**config.mk**
```make
export PLATFORM = sky130hd
export DESIGN_NAME = spi_sideload_bridge
export DESIGN_NICKNAME = d
export VERILOG_FILES = /design/src/rtl/spi_sideload_bridge.sv
export SDC_FILE = /design/constraint.sdc
export NUM_CORES = 1
export LEC_CHECK = 0
export ABC_AREA = 1
export CORE_MARGIN = 4
export CORE_UTILIZATION = 40
export CTS_BUF_LIST = sky130_fd_sc_hd__clkbuf_16
export DETAILED_ROUTE_END_ITERATION = 8
export GPL_TIMING_DRIVEN = 0
export PLACE_DENSITY = 0.66
export SYNTH_ARGS = -nofsm -noshare
export SYNTH_HDL_FRONTEND = slang
export SYNTH_SLANG_ARGS = --single-unit
```
**constraint.sdc**
```tcl
create_clock -name clk -period 1.9 [get_ports clk]
set_input_delay 0.285 -clock clk [delete_from_list [all_inputs] [get_ports clk]]
set_output_delay 0.285 -clock clk [all_outputs]
set_load 0.02 [all_outputs]
```
**src/rtl/spi_sideload_bridge.sv**
```systemverilog
// SPI mode-0 slave bridging an external host to the core's sideload ports.
// Frames are CMD(8) ADDR(32) followed by write data, or turnaround plus read data.
// SPI pins are oversampled in the clk domain; sclk must be at most clk/8.
module spi_sideload_bridge #(
    parameter int unsigned SYNC_STAGES = 2,
    parameter int unsigned RD_LATENCY  = 1,
    parameter int unsigned BOOT_RUN    = 0
) (
    input  logic        clk,
    input  logic        rst_n,
    input  logic        spi_sclk,
    input  logic        spi_cs_n,
    input  logic        spi_mosi,
    output logic        spi_miso,
    output logic        spi_imem_we,
    output logic [31:0] spi_imem_addr,
    output logic [31:0] spi_imem_data,
    output logic [31:0] spi_dmem_addr,
    input  logic [31:0] spi_dmem_data,
    input  logic [31:0] debug_pc,
    output logic        core_rst_n
);

    localparam logic       BootRunBit = (BOOT_RUN != 0);
    localparam logic [7:0] RdLat      = 8'(RD_LATENCY);

    localparam logic [7:0] CmdWrImem = 8'h01;
    localparam logic [7:0] CmdRdDmem = 8'h02;
    localparam logic [7:0] CmdRdPc   = 8'h03;
    localparam logic [7:0] CmdCtrl   = 8'h10;

    typedef enum logic [3:0] {
        StIdle, StCmd, StAddr, StWrData, StCommit, StTurn, StRdData, StDone, StIgnore
    } state_e;

    state_e state_q, state_d;

    logic [SYNC_STAGES-1:0] sclk_sync_q, cs_sync_q, mosi_sync_q;
    logic                   sclk_prev_q;
    logic                   sclk_s, cs_n_s, mosi_s, sclk_rise, sclk_fall;

    logic [6:0]  bit_cnt_q;
    logic [30:0] shift_in_q;
    logic [31:0] shift_in_d;
    logic [7:0]  cmd_q;
    logic [31:0] addr_q;
    logic [31:0] dmem_addr_q;
    logic [31:0] imem_addr_q, imem_data_q;
    logic        imem_we_q;
    logic        core_rst_q;
    logic [7:0]  turn_clk_q;
    logic [31:0] rd_word_q;
    logic        miso_q;

    logic shift_en, cmd_load, addr_load, commit_go;

    assign sclk_s     = sclk_sync_q[SYNC_STAGES-1];
    assign cs_n_s     = cs_sync_q[SYNC_STAGES-1];
    assign mosi_s     = mosi_sync_q[SYNC_STAGES-1];
    assign sclk_rise  = sclk_s & ~sclk_prev_q;
    assign sclk_fall  = ~sclk_s & sclk_prev_q;
    assign shift_in_d = {shift_in_q, mosi_s};

    // Synchronise the SPI pins and keep the previous sclk for edge detection.
    always_ff @(posedge clk or negedge rst_n) begin
        if (!rst_n) begin
            sclk_sync_q <= '0;
            cs_sync_q   <= '1;
            mosi_sync_q <= '0;
            sclk_prev_q <= 1'b0;
        end else begin
            sclk_sync_q <= {sclk_sync_q[SYNC_STAGES-2:0], spi_sclk};
            cs_sync_q   <= {cs_sync_q[SYNC_STAGES-2:0], spi_cs_n};
            mosi_sync_q <= {mosi_sync_q[SYNC_STAGES-2:0], spi_mosi};
            sclk_prev_q <= sclk_s;
        end
    end

    // FSM state register.
    always_ff @(posedge clk or negedge rst_n) begin
        if (!rst_n) begin
            state_q <= StIdle;
        end else begin
            state_q <= state_d;
        end
    end

    // Next-state: cs_n high aborts every state before COMMIT; COMMIT always finishes.
    always_comb begin
        state_d = state_q;
        unique case (state_q)
            StIdle: if (!cs_n_s) state_d = StCmd;
            StCmd: begin
                if (cs_n_s) state_d = StIdle;
                else if (sclk_rise && bit_cnt_q == 7'd7) state_d = StAddr;
            end
            StAddr: begin
                if (cs_n_s) begin
                    state_d = StIdle;
                end else if (sclk_rise && bit_cnt_q == 7'd31) begin
                    case (cmd_q)
                        CmdWrImem, CmdCtrl: state_d = StWrData;
                        CmdRdDmem, CmdRdPc: state_d = StTurn;
                        default:            state_d = StIgnore;
                    endcase
                end
            end
            StWrData: begin
                if (cs_n_s) state_d = StIdle;
                else if (sclk_rise && bit_cnt_q == 7'd31) state_d = StCommit;
            end
            StCommit: state_d = StDone;
            StTurn: begin
                if (cs_n_s) state_d = StIdle;
                else if (sclk_rise && bit_cnt_q == 7'd7) state_d = StRdData;
            end
            StRdData: begin
                if (cs_n_s) state_d = StIdle;
                else if (sclk_rise && bit_cnt_q == 7'd31) state_d = StDone;
            end
            StDone:   if (cs_n_s) state_d = StIdle;
            StIgnore: if (cs_n_s) state_d = StIdle;
            default:  state_d = StIdle;
        endcase
    end

    // Output decode: datapath enables and the gated MISO pin.
    always_comb begin
        shift_en  = sclk_rise &&
                    (state_q == StCmd || state_q == StAddr || state_q == StWrData);
        cmd_load  = (state_q == StCmd) && (state_d == StAddr);
        addr_load = (state_q == StAddr) && (state_d != StAddr) && (state_d != StIdle);
        commit_go = (state_q == StWrData) && (state_d == StCommit);
        spi_miso  = (state_q == StRdData) && miso_q;
    end

    // Bit counter clears on every state change; MOSI shifter and header capture.
    always_ff @(posedge clk or negedge rst_n) begin
        if (!rst_n) begin
            bit_cnt_q   <= '0;
            shift_in_q  <= '0;
            cmd_q       <= '0;
            addr_q      <= '0;
            dmem_addr_q <= '0;
        end else begin
            if (state_d != state_q) bit_cnt_q <= '0;
            else if (sclk_rise)     bit_cnt_q <= bit_cnt_q + 7'd1;
            if (shift_en) shift_in_q <= shift_in_d[30:0];
            if (cmd_load) cmd_q <= shift_in_d[7:0];
            if (addr_load) begin
                addr_q <= shift_in_d;
                if (cmd_q == CmdRdDmem) dmem_addr_q <= shift_in_d;
            end
        end
    end

    // Commit side effects land together on the edge entering COMMIT.
    always_ff @(posedge clk or negedge rst_n) begin
        if (!rst_n) begin
            imem_we_q   <= 1'b0;
            imem_addr_q <= '0;
            imem_data_q <= '0;
            core_rst_q  <= BootRunBit;
        end else begin
            imem_we_q <= commit_go && (cmd_q == CmdWrImem);
            if (commit_go && cmd_q == CmdWrImem) begin
                imem_addr_q <= addr_q;
                imem_data_q <= shift_in_d;
            end
            if (commit_go && cmd_q == CmdCtrl) core_rst_q <= shift_in_d[0];
        end
    end

    // Read path: capture the word during TURN, then shift it out on sclk falls.
    always_ff @(posedge clk or negedge rst_n) begin
        if (!rst_n) begin
            turn_clk_q <= '0;
            rd_word_q  <= '0;
            miso_q     <= 1'b0;
        end else begin
            if (state_q != StTurn)    turn_clk_q <= '0;
            else if (turn_clk_q != '1) turn_clk_q <= turn_clk_q + 8'd1;

            if (state_q == StTurn) begin
                if (cmd_q == CmdRdDmem && turn_clk_q == RdLat) rd_word_q <= spi_dmem_data;
                if (cmd_q == CmdRdPc && turn_clk_q == 8'd0)    rd_word_q <= debug_pc;
            end else if (state_q == StRdData && sclk_fall) begin
                rd_word_q <= {rd_word_q[30:0], 1'b0};
            end

            if (state_q != StRdData)  miso_q <= 1'b0;
            else if (sclk_fall)       miso_q <= rd_word_q[31];
        end
    end

    assign spi_imem_we   = imem_we_q;
    assign spi_imem_addr = imem_addr_q;
    assign spi_imem_data = imem_data_q;
    assign spi_dmem_addr = dmem_addr_q;
    assign core_rst_n    = core_rst_q;

endmodule

```
Word level (Yosys, flattened, before mapping) --
Cells that the tools add are included.
Cells by class: add/sub/neg operators 2, $mul 0, div/mod/pow operators 0, $lt $le $gt $ge 0, eq/ne operators 23, shift-type cells 0, muxes and demuxes 24, bitwise operators 4, reductions and logical operators 27
Operator list (count):
- $mux 32 | 4
- $mux 4 | 12
- $pmux 4 s8 | 1
- $eq 4x3->1 const B | 5
- $eq 8x1->1 const B | 2
- $eq 8x2->1 const B | 2
- $mux 8 | 2
- $mux 7 | 2
- $logic_and 1x1->1 | 13
- $eq 4x2->1 const B | 3
- $add 8x1->8 const B | 1
- $eq 8x5->1 const B | 1
- $logic_not 8->1 | 1
- $ne 4x3->1 const B | 2
- $ne 8x8->1 const B | 1
- $pmux 4 s2 | 1
- $reduce_bool 2->1 | 4
- $add 7x1->7 const B | 1
- $eq 7x3->1 const B | 1
- $eq 7x5->1 const B | 1
- $reduce_or 2->1 | 3
- $eq 4x1->1 const B | 1
- $eq 4x4->1 const B | 1
- $logic_not 4->1 | 1
- 9 further kinds | 14
Storage, ports and cells: bits in registers 228, latch bits 0, bits in writable memories 0, bits in read-only memories 0, input bits 69, output and inout port bits 99, logic and storage cells 97, memories kept 0

Depth between registers and ports, before layout --
Gate-level depths: netlist of the first run.
depth in word-level cells 10, depth in mapped cells 15, depth with buffers taken out 15

Worst setup path after synthesis of the first run --
Ideal clock, no wire load.
path type register to register, start register bit_cnt_q[0], end register dmem_addr_q[0] (netlist: spi_dmem_addr[0]), arrival time 1.931 ns, setup slack -0.148 ns, cell stages (with the launch flop) 14, clock period less this slack 2.048 ns, cell sequence dfrtp_1 > ha_1 > nand2_1 > nor2_1 > nand2_1 > nor2_1 > nand4_1 > a21oi_1 > nor2_1 > nand2_2 > nand3_1 > buf_2 > nand2_1 > nand2_1
Between the ends: longest elaborated chain between the ends 9, elaborated cells between the ends (all ways) 20
Ends and longest elaborated chain:
- start: declaration | line 42 | logic [6:0] bit_cnt_q;
- start signal: assignment | line 147 | else if (sclk_rise) bit_cnt_q <= bit_cnt_q + 7'd1;
- $eq 7x5->1 or $eq 7x3->1 (tied branches)
- $logic_and 1x1->1 (on tied branches)
- $mux 4 (on tied branches) (2 in a row)
- $pmux 4 s8 (*) | line 91 | unique case (state_q)
- named net state_d[3] | line 36 | state_e state_q, state_d;
- $ne 4x2->1 | line 132 | addr_load = (state_q == StAddr) && (state_d != StAddr) && (state_d != StIdle);
- $logic_and 1x1->1 | line 132
- $logic_and 1x1->1 (*) | line 132
- $reduce_and 2->1 (no line) (*)
- end signal: assignment | line 152 | if (cmd_q == CmdRdDmem) dmem_addr_q <= shift_in_d;
- end: declaration | line 47 | logic [31:0] dmem_addr_q;
The timed path passes the listed nets; every way through them passes the cells marked *. A chain may end at the register's enable or synchronous reset.

Final worst setup path of the first run --
start register bit_cnt_q[1], end register dmem_addr_q[10] (netlist: spi_dmem_addr[10])
The elaborated chain is that of the path after synthesis.

==> impl_metrics.yaml, run 1 <==
grt:
  grt_first_pass_wirelength_mm: 42.80
  grt_use_total_pct: 19.35
  grt_start_max_net_pins: 91
  grt-ovfl-total: 0
  antenna_found_initial: 0
  grt_pass1_vias: 8603
sta:
  finalHoldViolCount: 0
  fin_skew_ns: 0.01460
  min_period_ns: 2.220
  fin_tns_setup_ns: -25.74
  setup_viol: 142
  max-slew-margin-rel_pct: 59.50
  final.setup.worst_slack_ns: -0.3198
  timing.final.crit_share_pct: 116.8
  slew_viol_final: 0
  worst_pin_slew_ns: 0.6075
  fmax_ghz: 0.4505
  rsz0062_at_grt: "yes"
worst_setup_path:
  cp.depth: 15
  crit_path_top_delay_cell: "dfrtp_1"
  r2r_slack_ns: -0.32
  critPathBufInv: 3
  path_cells: "ha_2 > nand2_2 > nor2_4 > nand2_4 > a21oi_4 > nand3_2 > nand2_2 > nor2_2 > nand2_4 > buf_6 > nand3_4 > buf_12 > buf_6 > nand2_1 > nand2_1"
  path_delay_family: "simple AND/OR/NAND/NOR gates"
  critPathKind: "flop to flop"
  cp_slowest_stage_delay_ns: 0.36
  end_kind: "flop"
  crit_end: "spi_dmem_addr[10]$_DFFE_PN0P_"
  worstPathMaxFanout: 6
  crit_path_start: "bit_cnt_q[1]$_DFFE_PN0P_"
  r2r_cells: 15
  startpoint_type: "flop"
  worst_ep_required_time_ns: 2.29
  reg2reg_from: "bit_cnt_q[1]$_DFFE_PN0P_"
  worstReg2RegEnd: "spi_dmem_addr[10]$_DFFE_PN0P_"
  cp.arrival_ns: 2.61
synthesis:
  yosysWarningCount: 0
  syn_area_sq_mm: 0.009659
  postSynthCellCount: 1115
  synth_area_leader_cell: "dfrtp_1"
  ys_ff_latch: 228
  synth_area_per_cell_sq_um: 8.663
  ys_types: 31
  syn_nets: 1188
  synth.area.top_cells: "dfrtp_1, nand2_1, o21ai_0, a21oi_1, inv_1"
  ys_seq_area_share_pct: 59.09
  synth_top_area_share_pct: 58.55
status:
  outcome: "finished with violations"
  violations: "setup timing"
drt:
  viasPerCell: 4.995
  final_antenna_net_count: 0
  drc: 0
  drt-initial-drc-count: 465
  num_vias: 8586
  wirelength_mm: 26.95
  wl_per_cell_um: 15.68
  drt_first_pass_iters: 5
floorplan:
  ios: 168
  rows: 56
  dieArea_sq_mm: 0.02670
  die_h_um: 163.4
  die_w_um: 163.4
  start_util_pct: 40.91
  coreArea_sq_mm: 0.02361
placement:
  place_ws_ns: -0.6794
  io_buffers: 167
  place_congestion: 0.8551
  hpwlAfterDp_mm: 17.70
layout:
  finalNetCount: 1455
  n_antenna_cell: 0
  post_route_cells_drive_above_1_share_pct: 22.79
  syn2layout_area_growth_pct: 49.14
  fin_util_pct: 61.01
clock_tree:
  clock_latency_ns: 0.51
  cts.path.max_buffers: 3
  path_clk_slew_ns: 0.06
  numCtsBuffers: 24
  cts_tree: "built"
  cts-root-buf: "clkbuf_16"
  htree_levels: 1
  clock-sinks: 228
min_path:
  hold-path-cell-count: 1
  hp-class: "input pin to flop"
power:
  peakVddDrop_uv: 588.9
  p_leak_nw: 6.498
  power.density_mw_per_mm2: 740.1
run:
  max_cap_violations: 0
-- cell families (layout without fill, tap and decap cells) --
group	count (synthesis)	after routing	synth area share [%]
compound gates	254	254	13.39
xor+xnor	4	4	0.3627
fa+ha+maj	4	4	0.5182
buf+inv	160	444	6.490
flops	228	228	59.09
mux	1	1	0.1036
simple gates	464	465	20.04
-- where the power goes --
group | total (W) | internal, W | switching, W
clock | 0.00510 | 0.00319 | 0.00191
combinational | 0.000585 | 0.000235 | 0.000350
sequential | 0.00498 | 0.00492 | 0.0000524
-- cells in the mapped netlist, drive strengths merged --
cell,n
a21oi,97
a311oi,1
nand2,313
mux2i,1
o21ai,148
inv,101
and3,1
nor2,70
a221oi,1
dfrtp,226
dfstp,2
a211oi,1
a31oi,3
a31o,1
nand4,42
xor2,4
clkbuf,37
o211ai,2
or2,1
nor4,2
buf,22
ha,4
nand3,26
nor3,9
-- worst reg2reg max path, cell delays in order, from the launching register on --
cell,delay (ns)
dfrtp_1,0.36
ha_2,0.19
nand2_2,0.07
nor2_4,0.12
nand2_4,0.11
a21oi_4,0.21
nand3_2,0.14
nand2_2,0.12
nor2_2,0.06
nand2_4,0.12
buf_6,0.13
nand3_4,0.08
buf_12,0.15
buf_6,0.13
nand2_1,0.06
nand2_1,0.05
-- layout make-up --
cell class | count | area, sq um
Inverter | 101 | 389.1
Tap cell | 319 | 399.1
Clock inverter | 19 | 237.7
Multi-Input combinational cell | 728 | 3906
Buffer | 59 | 549.3
Sequential cell | 228 | 5712
Clock buffer | 25 | 625.6
Fill cell | 2007 | 9206
Timing Repair Buffer | 240 | 2587
-- worst min-delay path by stage --
stage | end | from | slack [ns]
floorplan | addr_q[0]$_DFFE_PN0P_ | rst_n | -0.01
global placement | mosi_sync_q[1]$_DFF_PN0_ | mosi_sync_q[0]$_DFF_PN0_ | 0.34
detailed placement | spi_imem_addr[5]$_DFFE_PN0P_ | rst_n | 0.30
CTS | cs_sync_q[0]$_DFF_PN1_ | spi_cs_n | 0.17
global route | cs_sync_q[0]$_DFF_PN1_ | spi_cs_n | 0.17
finish | cs_sync_q[0]$_DFF_PN1_ | spi_cs_n | 0.20
-- layer usage --
| metal | part of all wire (%) | track usage [%] | vias to the layer above |
|---|---|---|---|
| met2 | 48 | 32.49 | 269 |
| met3 | 7.0 | 4.012 | 34 |
| li1 | - | - | 4197 |
| met5 | 0 | 0 | - |
| met4 | 1.4 | 4.117 | 0 |
| met1 | 43 | 26.17 | 4086 |
-- sequential cells by signal, indices dropped and copies added, names as in the netlist, 2 cells and up --
name	flops
spi_imem_data	32
sclk_sync_q	2
cs_sync_q	2
shift_in_q	31
bit_cnt_q	7
rd_word_q	32
cmd_q	8
state_q	4
turn_clk_q	8
spi_imem_addr	32
addr_q	32
spi_dmem_addr	32
mosi_sync_q	2
-- timing repair --
item | CTS | global route
buffers inserted | 32 | 24
pin swaps | 17 | 21
endpoints found under the setup margin | 181 | 211
endpoints found under the hold margin | 70 | 0
resized for setup | 149 | 253
hold buffers | 1 | 0
cloned | 9 | 6
-- placed cells by master (no fill, tap or decap), types with 7 or more instances in the layout --
cell type / n
clkbuf_2: 11
clkdlybuf4s50_1: 164
o21ai_1: 61
nand2_2: 50
buf_4: 39
nand2_4: 11
nand3_1: 18
buf_6: 35
nand2_1: 252
nand4_1: 42
nor2_2: 12
a21oi_1: 87
nor2_4: 7
buf_16: 7
inv_2: 9
o21ai_2: 28
nor2_1: 51
o21ai_0: 58
buf_8: 16
dfrtp_1: 223
inv_1: 90
clkbuf_16: 29
a21oi_2: 8
clkbuf_1: 7
-- stage by stage --
| step | instance area [sq um] | instances | hold slack [ns] | total power [W] |
|---|---|---|---|---|
| 4_1_cts | 13590 | 1689 | 0.1709 | 0.01073 |
| 6_report | 14410 | 1719 | 0.1951 | 0.01066 |
| 2_1_floorplan | 9733 | 1115 | -0.01059 | 0.005239 |
| 3_3_place_gp | 11800 | 1601 | 0.3354 | 0.005564 |
| 5_1_grt | 14410 | 1719 | 0.1676 | 0.01102 |
| 3_5_place_dp | 11860 | 1603 | 0.2979 | 0.005582 |
Power figures use the tool's default switching activity.
==> run 2, diff against run 1 <==
--- a/config.mk
+++ b/config.mk
@@ -11,6 +11,7 @@
 export CTS_BUF_LIST = sky130_fd_sc_hd__clkbuf_16
 export DETAILED_ROUTE_END_ITERATION = 8
 export GPL_TIMING_DRIVEN = 0
+export MAX_ROUTING_LAYER = met4
 export PLACE_DENSITY = 0.66
 export SYNTH_ARGS = -nofsm -noshare
 export SYNTH_HDL_FRONTEND = slang
==> run 2 against run 1 <==
Effect of this change:
- the run still ends with setup timing left
- non-clock buffer count up 2
- highest routed layer unchanged
- largest cell class unchanged
- critical path type unchanged
- utilization up 3.4 points
- routed wire length up 8.1%
- first-iteration DRC count down 1.5%
- global-route usage up 1.0 points
==> impl_metrics.yaml, run 2 (synthesis gave the netlist of run 1 again) <==
min_path:
  holdCritStartpoint: "spi_cs_n"
  hold-path-cell-count: 1
  holdPathEnd: "cs_sync_q[0]$_DFF_PN1_"
  hp-class: "input pin to flop"
grt:
  grt_pass1_vias: 8477
  grt_first_pass_wirelength_mm: 43.30
  grt-ovfl-total: 0
  antenna_found_initial: 0
  grt_use_total_pct: 20.38
  grt_start_max_net_pins: 100
floorplan:
  dieArea_sq_mm: 0.02670
  rows: 56
  die_h_um: 163.4
  ios: 168
  die_w_um: 163.4
  start_util_pct: 40.91
  coreArea_sq_mm: 0.02361
sta:
  worst_pin_slew_ns: 0.4863
  fmax_ghz: 0.4561
  fin_tns_setup_ns: -31.08
  min_period_ns: 2.193
  timing.final.crit_share_pct: 115.4
  max-slew-margin-rel_pct: 67.58
  finalHoldViolCount: 0
  final.setup.worst_slack_ns: -0.2927
  fin_skew_ns: 0.007210
  rsz0062_at_grt: "yes"
  setup_viol: 169
  slew_viol_final: 0
worst_setup_path:
  startpoint_type: "flop"
  critPathKind: "flop to flop"
  worstPathMaxFanout: 7
  r2r_cells: 17
  reg2reg_from: "bit_cnt_q[1]$_DFFE_PN0P_"
  worstReg2RegEnd: "addr_q[7]$_DFFE_PN0P_"
  r2r_slack_ns: -0.29
  end_kind: "flop"
  worst_ep_required_time_ns: 2.33
  cp.arrival_ns: 2.62
drt:
  drc: 0
  wirelength_mm: 29.14
  num_vias: 8779
  wl_per_cell_um: 16.95
  viasPerCell: 5.107
  drt-initial-drc-count: 458
  drt_first_pass_iters: 7
  final_antenna_net_count: 0
clock_tree:
  clock-sinks: 228
  htree_levels: 1
  cts.path.max_buffers: 3
  cts-root-buf: "clkbuf_16"
  numCtsBuffers: 24
  cts_tree: "built"
  path_clk_slew_ns: 0.06
  clock_latency_ns: 0.51
power:
  pwr-share-clk_pct: 42.8
  share_seq_of_total_power_pct: 50.7
  p_leak_nw: 6.688
  switching_share_pct: 23.21
  power.density_mw_per_mm2: 645.2
  intPower_w: 0.007536
  p_switching_w: 0.002278
  combPwrFrac_pct: 6.5
  peakVddDrop_uv: 520.6
layout:
  n_fill_cell: 1865
  syn2layout_area_growth_pct: 57.47
  final_common_cell: "dfrtp_1"
  finalNetCount: 1458
  post_route_cells_drive_above_1_share_pct: 33.71
  finalNonFillerCells: 1719
  n_antenna_cell: 0
  final_cell_mix: "dfrtp_1, nand2_1, clkdlybuf4s50_1"
placement:
  place_inst: 1603
  place_ws_ns: -0.6961
  place_congestion: 0.8568
  hpwlAfterDp_mm: 17.92
  io_buffers: 167
status:
  violations: "setup timing"
  outcome: "finished with violations"
run:
  max_cap_violations: 0
## run 2: cell count changes in the layout (fill, tap and decap cells not counted), sizes merged
| cell | previous run | this run |
|---|---|---|
| clkbuf | 49 | 57 |
| inv | 103 | 106 |
| clkdlybuf4s50 | 164 | 163 |
| bufinv | 6 | 0 |
| dlymetal6s2s | 1 | 2 |
| o21ai | 148 | 149 |
| buf | 109 | 103 |
## run 2: cell type report
class                           instances  area [sq um]  area share [%]
Multi-Input combinational cell        729          4708           30.95
Sequential cell                       228          5713           37.56
Tap cell                              319         399.1           2.624
Inverter                              101         386.6           2.542
Clock buffer                           25         625.6           4.113
Buffer                                 57         655.6           4.310
Timing Repair Buffer                  244          2653           17.44
Clock inverter                         16         70.07          0.4606
## run 2: per-layer routing
| layer | wire length (um) | GRT usage, % | up-vias |
|---|---|---|---|
| met2 | 14630 | 33.08 | 256 |
| met3 | 1819 | 3.861 | 45 |
| met5 | 0 | - | - |
| li1 | - | - | 4188 |
| met1 | 12150 | 26.88 | 4290 |
| met4 | 539 | 4.689 | 0 |
## run 2: critical path, cell delays in order (launching register included)
cell	delay, ns
dfrtp_1	0.39
ha_2	0.19
nand2_2	0.09
nor2_4	0.05
nand2_4	0.12
buf_6	0.12
nand2_4	0.04
nand3_2	0.05
nand2_1	0.06
nor2_2	0.14
inv_2	0.06
nor2_4	0.14
nand2_4	0.08
buf_12	0.15
nand2_8	0.14
buf_8	0.15
nand2_2	0.05
o21ai_1	0.08
## run 2: worst max-delay path by stage
stage                                         from                            to  slack (ns)
after global routing      bit_cnt_q[1]$_DFFE_PN0P_  spi_dmem_addr[7]$_DFFE_PN0P_       -0.40
after floorplan               state_q[2]$_DFF_PN0_  spi_dmem_addr[0]$_DFFE_PN0P_       -0.06
after CTS                 bit_cnt_q[1]$_DFFE_PN0P_  spi_dmem_addr[0]$_DFFE_PN0P_       -0.28
after global placement                       rst_n     rd_word_q[12]$_DFFE_PN0P_       -9.09
after detailed placement  bit_cnt_q[0]$_DFFE_PN0P_  spi_imem_addr[1]$_DFFE_PN0P_       -0.70
final                     bit_cnt_q[1]$_DFFE_PN0P_         addr_q[7]$_DFFE_PN0P_       -0.29
## run 2: what timing repair did
action                     in CTS  in global routing
setup buffers                  34                 25
setup endpoints to repair     182                208
hold buffers                    1                  0
gates cloned                    9                 16
gates resized for setup       203                434
hold endpoints to repair       56                  0
pin swaps                      19                 49
## run 2: power by group through the flow
| stage | registers [W] | logic (W) | clock network [W] |
|---|---|---|---|
| detailed placement | 0.00506 | 0.000519 | 0 |
| CTS | 0.00498 | 0.000590 | 0.00430 |
| global placement | 0.00507 | 0.000498 | 0 |
| global route | 0.00498 | 0.000702 | 0.00452 |
| floorplan | 0.00505 | 0.000186 | 0 |
| finish | 0.00498 | 0.000637 | 0.00420 |
## run 2: stage by stage
stage	utilization [%]	power (W)	cell area [sq um]	hold WS (ns)
after floorplan	-	0.005239	9733	-0.01059
after global placement	49.99	0.005564	11800	0.3355
after detailed placement	50.24	0.005583	11860	0.2460
after CTS	57.51	0.009870	13580	0.1573
after global routing	64.42	0.01021	15210	0.1685
final	64.42	0.009815	15210	0.1837
==> run 3, diff against run 2 <==
--- a/config.mk
+++ b/config.mk
@@ -10,9 +10,10 @@
 export CORE_UTILIZATION = 40
 export CTS_BUF_LIST = sky130_fd_sc_hd__clkbuf_16
 export DETAILED_ROUTE_END_ITERATION = 8
+export DONT_BUFFER_PORTS = 1
 export GPL_TIMING_DRIVEN = 0
 export MAX_ROUTING_LAYER = met4
-export PLACE_DENSITY = 0.66
+export PLACE_DENSITY_LB_ADDON = 0.12
 export SYNTH_ARGS = -nofsm -noshare
 export SYNTH_HDL_FRONTEND = slang
 export SYNTH_SLANG_ARGS = --single-unit
==> constraint.sdc (replaced) <==
create_clock -name clk -period 2.5 [get_ports clk]
set_input_delay 0.375 -clock clk [delete_from_list [all_inputs] [get_ports clk]]
set_output_delay 0.375 -clock clk [all_outputs]
set_load 0.02 [all_outputs]
==> run 3 against run 2 <==
Effect of this change:
- the flow finishes with violations (hold timing)
- setup slack improved by 0.45 ns
- flip-flop and latch count unchanged
- utilization decreased by 17 points
- fmax decreased by 6.5%
- global-route usage decreased by 1.5 points
- hold slack got worse by 0.65 ns
- design area decreased by 27%
- clock power decreased by 11%
- routed wire length decreased by 15%
- count of clock-buffer cells in the layout increased by 1
- register-to-register slack improved by 0.45 ns
- combinational power decreased by 66%
- largest cell class unchanged
- largest power group unchanged
==> impl_metrics.yaml, run 3 (synthesis gave the netlist of run 1 again) <==
clock_tree:
  cts-root-buf: "clkbuf_16"
  cts.path.max_buffers: 3
  cts.hold.buffers_added: 3
  clock_latency_ns: 0.53
  cts_tree: "built"
  clock-sinks: 228
  path_clk_slew_ns: 0.06
  htree_levels: 1
  numCtsBuffers: 26
power:
  p_leak_nw: 5.192
  power.density_mw_per_mm2: 694.6
  peakVddDrop_uv: 432.0
  p_total_w: 0.007714
grt:
  grt_use_total_pct: 18.85
  grt_start_max_net_pins: 229
  grt_first_pass_wirelength_mm: 39.95
  antenna_found_initial: 0
  grt_pass1_vias: 7643
  grt-ovfl-total: 0
min_path:
  hp-class: "input pin to async pin"
drt:
  top_layer_used: "met4"
  drt_first_pass_iters: 5
  drc: 0
  viasPerCell: 5.080
  wl_met3_mm: 1.628
  final_antenna_net_count: 0
  drt-initial-drc-count: 487
  num_vias: 7585
  dr_wl_met2_mm: 11.36
  drt-met1-wl_mm: 11.33
  wl_per_cell_um: 16.55
  wirelength_mm: 24.71
layout:
  final_area_sq_mm: 0.01111
  final_cell_mix: "nand2_1, dfrtp_1, o21ai_0"
  final_common_cell: "nand2_1"
  ff_latch_area_sq_mm: 0.005708
  multi_input_comb_area_sq_mm: 0.003398
  n_fill_cell: 2325
  syn2layout_area_growth_pct: 14.97
  finalNetCount: 1227
  n_antenna_cell: 0
  post_route_cells_drive_above_1_share_pct: 8.007
sta:
  fin_tns_setup_ns: 0
  fin_skew_ns: 0.01900
  final.setup.worst_slack_ns: 0.1546
  setup_viol: 0
  slew_viol_final: 0
  finalHoldViolCount: 228
  min_period_ns: 2.345
  fmax_ghz: 0.4264
  timing.final.crit_share_pct: 93.82
  whs_ns: -0.4640
  worst_pin_slew_ns: 0.6249
  max-slew-margin-rel_pct: 58.16
worst_setup_path:
  r2r_slack_ns: 0.15
  reg2reg_from: "state_q[2]$_DFF_PN0_"
  cp_slowest_stage_delay_ns: 0.44
  path_delay_family: "simple AND/OR/NAND/NOR gates"
  critPathBufInv: 5
  critPathMostFrequentCell: "nand2_1"
  worst_ep_required_time_ns: 2.91
  path_cells: "inv_2 > nand2_1 > nor3_4 > buf_4 > buf_4 > nand2_1 > nand3_1 > nand2_1 > nand2_1 > nor3_4 > buf_12 > buf_4 > nand2_1 > nand2_1"
  worstReg2RegEnd: "spi_imem_addr[30]$_DFFE_PN0P_"
  worstPathMaxFanout: 10
  crit_path_top_delay_cell: "dfrtp_1"
  startpoint_type: "flop"
  critPathKind: "flop to flop"
  cp.arrival_ns: 2.75
  end_kind: "flop"
  crit_path_start: "state_q[2]$_DFF_PN0_"
  r2r_cells: 14
floorplan:
  coreArea_sq_mm: 0.02361
  dieArea_sq_mm: 0.02670
  ios: 168
  rows: 56
  start_util_pct: 40.91
  die_h_um: 163.4
  die_w_um: 163.4
status:
  violations: "hold timing"
  outcome: "finished with violations"
run:
  max_cap_violations: 0
placement:
  hpwlAfterDp_mm: 16.87
  io_buffers: 0
  dpl-instance-area_sq_mm: 0.01006
  place_congestion: 0.8399
  place_ws_ns: -0.3960
-- run 3: cell count changes in the layout (fill, tap and decap cells not counted), sizes merged --
cell / delta
buf: -73
bufinv: +3
clkbuf: +5
clkdlybuf4s50: -163
dlygate4sd3: +2
dlymetal6s2s: -2
inv: +3
o21ai: -1
-- run 3: how the worst max path moves through the flow --
stage                                          endpoint  cells past startpoint
after floorplan            spi_dmem_addr[0]$_DFFE_PN0P_                     13
after global placement    spi_imem_data[27]$_DFFE_PN0P_                     10
after detailed placement  spi_imem_data[26]$_DFFE_PN0P_                     10
after CTS                 spi_dmem_addr[29]$_DFFE_PN0P_                     13
after global routing          rd_word_q[27]$_DFFE_PN0P_                     10
final                     spi_imem_addr[30]$_DFFE_PN0P_                     14
-- run 3: repair_timing --
item | in CTS | in global routing
setup buffers | 3 | 4
gates resized for setup | 18 | 23
setup endpoints to repair | 119 | 166
pin swaps | 3 | 5
cloned | 0 | 1
hold endpoints to repair | 231 | 228
-- run 3: per-stage QoR --
stage	util [%]	instances
floorplan	-	1115
global placement	42.60	1434
detailed placement	42.60	1434
CTS	46.58	1488
global route	47.03	1493
finish	47.03	1493
-- run 3: power by group --
group | internal [W] | switching [W]
clock | 0.00220 | 0.00152
sequential | 0.00374 | 0.0000378
combinational | 0.0000571 | 0.000158
-- run 3: routing by layer --
metal | vias to the layer above | GRT usage (%)
li1 | 3726 | -
met1 | 3624 | 25.44
met2 | 212 | 29.49
met3 | 23 | 4.340
met4 | 0 | 3.927
met5 | - | -
-- run 3: final cells by class --
class	count	area share, %
sequential	228	51.40
multi-input combinational	728	30.60
clock buffer	26	5.858
tap	319	3.594
inverter	101	3.414
buffer	59	2.591
clock inverter	22	1.690
timing repair buffer	10	0.8562
